`config.mk`:
```
export PLATFORM = sky130hd
export DESIGN_NAME = vending_change_fsm
export DESIGN_NICKNAME = d
export VERILOG_FILES = /design/src/rtl/vending_pkg.sv /design/src/rtl/vending_coin_detect.sv /design/src/rtl/vending_change_fsm.sv
export SDC_FILE = /design/constraint.sdc
export NUM_CORES = 1
export LEC_CHECK = 0
export BUFFER_PORTS_ARGS = -buffer_cell sky130_fd_sc_hd__buf_2
export CORE_UTILIZATION = 43
export DETAILED_ROUTE_END_ITERATION = 10
export PLACE_DENSITY_LB_ADDON = 0.05
export SETUP_SLACK_MARGIN = 0.2
export SYNTH_ARGS = -nofsm -noshare
export SYNTH_HDL_FRONTEND = slang
export SYNTH_HIERARCHICAL = 1
export SYNTH_SLANG_ARGS = --single-unit
```
`constraint.sdc`:
```
create_clock -name clock -period 5.1 [get_ports clock]
set_input_delay 0.51 -clock clock [delete_from_list [all_inputs] [get_ports clock]]
set_output_delay 0.51 -clock clock [all_outputs]
set_load 0.05 [all_outputs]
```
`src/rtl/vending_pkg.sv`:
```
// Shared coin codes, nickel-unit coin values and FSM state encoding for the
// change-returning newspaper vending block.
package vending_pkg;

    localparam logic [1:0] COIN_NONE    = 2'b00;
    localparam logic [1:0] COIN_NICKEL  = 2'b01;
    localparam logic [1:0] COIN_DIME    = 2'b10;
    localparam logic [1:0] COIN_QUARTER = 2'b11;

    localparam logic [2:0] VAL_NONE    = 3'd0;
    localparam logic [2:0] VAL_NICKEL  = 3'd1;
    localparam logic [2:0] VAL_DIME    = 3'd2;
    localparam logic [2:0] VAL_QUARTER = 3'd5;

    typedef enum logic [1:0] {
        ST_IDLE   = 2'd0,
        ST_VEND   = 2'd1,
        ST_CHANGE = 2'd2
    } state_e;

endpackage

```
`src/rtl/vending_coin_detect.sv`:
```
// Turns the level-coded coin slot into single-cycle coin events with a
// nickel-unit value; a disabled quarter is flagged as a bad event.
module vending_coin_detect
    import vending_pkg::*;
#(
    parameter int QUARTER_EN = 1
) (
    input  logic       clock,
    input  logic       reset,
    input  logic [1:0] coin_i,
    output logic       coin_evt_o,
    output logic [2:0] coin_val_o,
    output logic       coin_bad_o
);

    logic [1:0] coin_q;

    // Resetting to "quarter present" means a coin held through reset release
    // must be removed before it can count.
    always_ff @(posedge clock) begin
        if (!reset) begin
            coin_q <= COIN_QUARTER;
        end else begin
            coin_q <= coin_i;
        end
    end

    // NOTE: every output gets a default before the case so no latch is inferred.
    always_comb begin
        coin_evt_o = (coin_i != COIN_NONE) && (coin_q == COIN_NONE);
        coin_val_o = VAL_NONE;
        coin_bad_o = 1'b0;
        case (coin_i)
            COIN_NICKEL:  coin_val_o = VAL_NICKEL;
            COIN_DIME:    coin_val_o = VAL_DIME;
            COIN_QUARTER: begin
                if (QUARTER_EN != 0) begin
                    coin_val_o = VAL_QUARTER;
                end else begin
                    coin_bad_o = coin_evt_o;
                end
            end
            default: ;
        endcase
    end

endmodule

```
`src/rtl/vending_change_fsm.sv`:
```
// Credit accumulation, single vend pulse and nickel-by-nickel change return;
// every output is a register or a decode of the state register.
module vending_change_fsm
    import vending_pkg::*;
#(
    parameter int PRICE_UNITS = 3,
    parameter int CREDIT_W    = 4,
    parameter int QUARTER_EN  = 1
) (
    input  logic                clock,
    input  logic                reset,
    input  logic [1:0]          coin,
    input  logic                cancel,
    output logic                newspaper,
    output logic                change_nickel,
    output logic                coin_reject,
    output logic                busy,
    output logic [CREDIT_W-1:0] credit
);

    localparam logic [CREDIT_W:0] PRICE_W = (CREDIT_W+1)'(PRICE_UNITS);

    logic          coin_evt;
    logic [2:0]    coin_val;
    logic          coin_bad;
    logic [CREDIT_W:0] sum_d;

    state_e              state_q;
    logic [CREDIT_W-1:0] credit_q;
    logic                newspaper_q;
    logic                change_q;
    logic                reject_q;

    vending_coin_detect #(
        .QUARTER_EN (QUARTER_EN)
    ) u_coin_detect (
        .clock      (clock),
        .reset      (reset),
        .coin_i     (coin),
        .coin_evt_o (coin_evt),
        .coin_val_o (coin_val),
        .coin_bad_o (coin_bad)
    );

    // One bit wider than credit so the compare against price never wraps.
    assign sum_d = {1'b0, credit_q} + (CREDIT_W+1)'(coin_val);

    // NOTE: sequential state uses non-blocking assignments only, so every
    // branch reads the pre-edge values of state_q and credit_q.
    always_ff @(posedge clock) begin
        if (!reset) begin
            state_q     <= ST_IDLE;
            credit_q    <= '0;
            newspaper_q <= 1'b0;
            change_q    <= 1'b0;
            reject_q    <= 1'b0;
        end else begin
            newspaper_q <= 1'b0;
            change_q    <= 1'b0;
            reject_q    <= 1'b0;
            case (state_q)
                ST_IDLE: begin
                    if (cancel && (credit_q != '0)) begin
                        state_q  <= ST_CHANGE;
                        change_q <= 1'b1;
                        reject_q <= coin_evt;
                    end else if (coin_evt) begin
                        if (coin_bad) begin
                            reject_q <= 1'b1;
                        end else if (sum_d >= PRICE_W) begin
                            credit_q    <= CREDIT_W'(sum_d - PRICE_W);
                            state_q     <= ST_VEND;
                            newspaper_q <= 1'b1;
                        end else begin
                            credit_q <= CREDIT_W'(sum_d);
                        end
                    end
                end
                ST_VEND: begin
                    reject_q <= coin_evt;
                    if (credit_q != '0) begin
                        state_q  <= ST_CHANGE;
                        change_q <= 1'b1;
                    end else begin
                        state_q <= ST_IDLE;
                    end
                end
                ST_CHANGE: begin
                    reject_q <= coin_evt;
                    credit_q <= credit_q - CREDIT_W'(1);
                    if (credit_q == CREDIT_W'(1)) begin
                        state_q <= ST_IDLE;
                    end else begin
                        change_q <= 1'b1;
                    end
                end
                default: state_q <= ST_IDLE;
            endcase
        end
    end

    assign newspaper     = newspaper_q;
    assign change_nickel = change_q;
    assign coin_reject   = reject_q;
    assign busy          = (state_q != ST_IDLE);
    assign credit        = credit_q;

endmodule

```
==> results.sh <==
export IMPL_vias=811
export IMPL_muxShareOfSynthArea_pct=0
export IMPL_grt_usage_pct=17.7
export IMPL_clk_root_buffer_cell="clkbuf_4"
export IMPL_core_area_um2=2000
export IMPL_power_frac_clock_pct=13.4
export IMPL_die_height_um=48.6
export IMPL_die_w_um=48.6
export IMPL_finalCoreUtilization_pct=51.0
export IMPL_min_path_type="input port to register"
export IMPL_drtIter0Drc=15
export IMPL_synth_simple_area_share_pct=22.3
export IMPL_drc_errors=0
export IMPL_rows=16
export IMPL_synth_fa_ha_area_share_pct=15.6
export IMPL_cts_sink_count=11
export IMPL_cts_buffers=3
export IMPL_holdWs_ns=0.474
export IMPL_syn_area_um2=932
export IMPL_ys_types=48
export IMPL_rsz0062_at_grt="false"
export IMPL_cts_tree="yes"
export IMPL_fillers=210
export IMPL_postRouteWirelength_um=1870
export IMPL_clk_latency_ns=0.27
export IMPL_maxCapViolations=0
export IMPL_portBuffers=12
export IMPL_synth_edf_count=0
export IMPL_drive_gt1_share_pct=23.7
export IMPL_routed_via_density=5.59
export IMPL_critPathMaxFanout=6
export IMPL_wire_per_inst_um=12.9
export IMPL_place_congestion=0.870
export IMPL_setup_viol=0
export IMPL_cp_data_arrival_time_ns=2.54
export IMPL_synthCells=107
export IMPL_postCtsSetupBuffers=0
export IMPL_period_needed_ns=2.34
export IMPL_worstSetupStartpoint="credit[0]"
export IMPL_cts_resized=0
export IMPL_min_period_over_period_pct=45.9
export IMPL_antenna_found_initial=0
export IMPL_startpoint_type="register"
export IMPL_p_switching_uw=208
export IMPL_synth_seq_cells=11
export IMPL_max_freq_mhz=427
export IMPL_finalPower_uw=442
export IMPL_synthFlopType="dfxtp_1"
export IMPL_tightest_slew_ns=0.564
export IMPL_start_util_pct=46.6
export IMPL_dp_final_hpwl_um=1480
export IMPL_pin_count=13
export IMPL_worstHoldStart="coin[1]"
export IMPL_synth_top_family_by_area="compound AO/OA/AOI/OAI gates"
export IMPL_combPwrFrac_pct=60.5
export IMPL_grt_remaining_overflow=0
export IMPL_status="finished clean"
export IMPL_grt_max_degree=14
export IMPL_worst_r2r_startpoint="credit[0]"
export IMPL_critPathKind="register to register"
export IMPL_grt_first_pass_wirelength_um=3200
export IMPL_place_inst=141
export IMPL_cts_hold_repair_buffers=0
export IMPL_finalHoldViolCount=0
export IMPL_end_kind="register"
export IMPL_syn_nets=123
export IMPL_htreeDepth=1
export IMPL_layout_cells_most_common_list="buf_2, dfxtp_1, ha_1"
export IMPL_p_int_uw=234
export IMPL_async_flop_share_pct=0
export IMPL_p_sw_share_pct=47.2
export IMPL_power_density_nw_per_um2=433
export IMPL_synth_warnings=6
export IMPL_finalClockSkew_ns=0.00174
export IMPL_tns_ns=0
export IMPL_layout_nets=135
export IMPL_slew_violations=0
export IMPL_synth_area_per_cell_um2=8.71
export IMPL_crit_required_ns=5.30
export IMPL_power_frac_seq_pct=26.1
export IMPL_relSlewSlack_pct=62.1
export IMPL_yosysSeqAreaShare_pct=23.6
export IMPL_clk_path_buf_depth=2
export IMPL_first_global_vias=722
export IMPL_firstDrtPassIters=4
export IMPL_cts_clk_slew_worst_paths_ns=0.07
export IMPL_area_growth_pct=9.53
export IMPL_fp_dieArea_um2=2360
export IMPL_stdcell_count=145
export IMPL_antenna_cells=0
export IMPL_ir_drop_mv=0.233
export IMPL_final_antenna_net_count=0
export IMPL_leakagePower_nw=0.464
export IMPL_synth_xor_area_share_pct=2.82
export IMPL_synth_compound_area_share_pct=28.7
export IMPL_layout_commonest_cell="buf_2"
## power by group through the flow
stage | registers (mW) | clock network (mW) | logic (mW)
2_1_floorplan | 0.139 | 0 | 0.196
3_3_place_gp | 0.117 | 0 | 0.264
3_5_place_dp | 0.117 | 0 | 0.265
4_1_cts | 0.116 | 0.0603 | 0.267
5_1_grt | 0.118 | 0.0675 | 0.294
6_report | 0.115 | 0.0593 | 0.267
## worst max-delay path, stage by stage, from the launching register on
cell	delay (ns)
dfxtp_1	0.44
ha_1	0.24
fa_1	0.46
ha_1	0.28
nor3_4	0.25
a31oi_1	0.12
a311o_1	0.32
a31oi_1	0.15
## sequential cells by signal, summed over array words and instances, names as in the netlist
name                  flops
credit                    4
state_q                   2
newspaper                 1
u_coin_detect/coin_q      2
change_nickel             1
coin_reject               1
## per-layer routing
metal | GRT usage (%) | routed length [um] | up-vias
met5 | 0 | 0 | -
met4 | 6.37 | 15 | 0
met3 | 5.35 | 112 | 2
met2 | 28.2 | 839 | 23
met1 | 22.5 | 903 | 380
li1 | - | - | 406
## per-stage QoR
step / setup slack (ns) / area [um2]
6_report: 2.76 / 1020
5_1_grt: 2.59 / 1020
4_1_cts: 2.75 / 1020
3_5_place_dp: 2.54 / 995
3_3_place_gp: 2.58 / 995
2_1_floorplan: 2.58 / 932
## final cells by class
cell class,count,area [um2],share of cell area [%]
Timing Repair Buffer,12,60.1,5.88
Multi-Input combinational cell,83,651,63.7
Inverter,8,30.0,2.94
Sequential cell,11,220,21.6
Tap cell,27,33.8,3.31
Clock buffer,4,26.3,2.57
## Yosys cell counts (all sizes together) (2+ instances only)
| library cell | instances | area, um2 |
|---|---|---|
| nor2 | 6 | 22.5 |
| o211a | 2 | 20.0 |
| nor3 | 2 | 26.3 |
| a31oi | 3 | 18.8 |
| o21a | 2 | 22.5 |
| nand2 | 8 | 30.0 |
| nor3b | 2 | 20.0 |
| dfxtp | 11 | 220 |
| nand3 | 2 | 10.0 |
| ha | 10 | 125 |
| a21o | 2 | 15.0 |
| a21oi | 7 | 38.8 |
| buf | 3 | 23.8 |
| inv | 8 | 30.0 |
| nand2b | 4 | 25.0 |
| xnor2 | 3 | 26.3 |
| a31o | 2 | 17.5 |
| o21ai | 6 | 41.3 |
| and3 | 2 | 13.8 |
| clkbuf | 2 | 7.51 |
## final timing paths
check / end / slack, ns / depth (start not counted)
max reg2reg: credit[1] / 2.76 / 7
max: credit[1] / 2.76 / 7
min: u_coin_detect/coin_q[1] / 0.47 / 2
min reg2reg: coin_reject / 0.54 / 2
## logic make-up (layout without fill, tap and decap cells)
| kind of cell | Yosys count | in the layout |
|---|---|---|
| simple gates | 34 | 34 |
| xor+xnor | 3 | 3 |
| buf+inv | 13 | 24 |
| other cells | 1 | 1 |
| fa+ha+maj | 11 | 11 |
| flops | 11 | 11 |
| compound gates | 34 | 34 |
No activity file was read; power rests on OpenSTA's default activity.
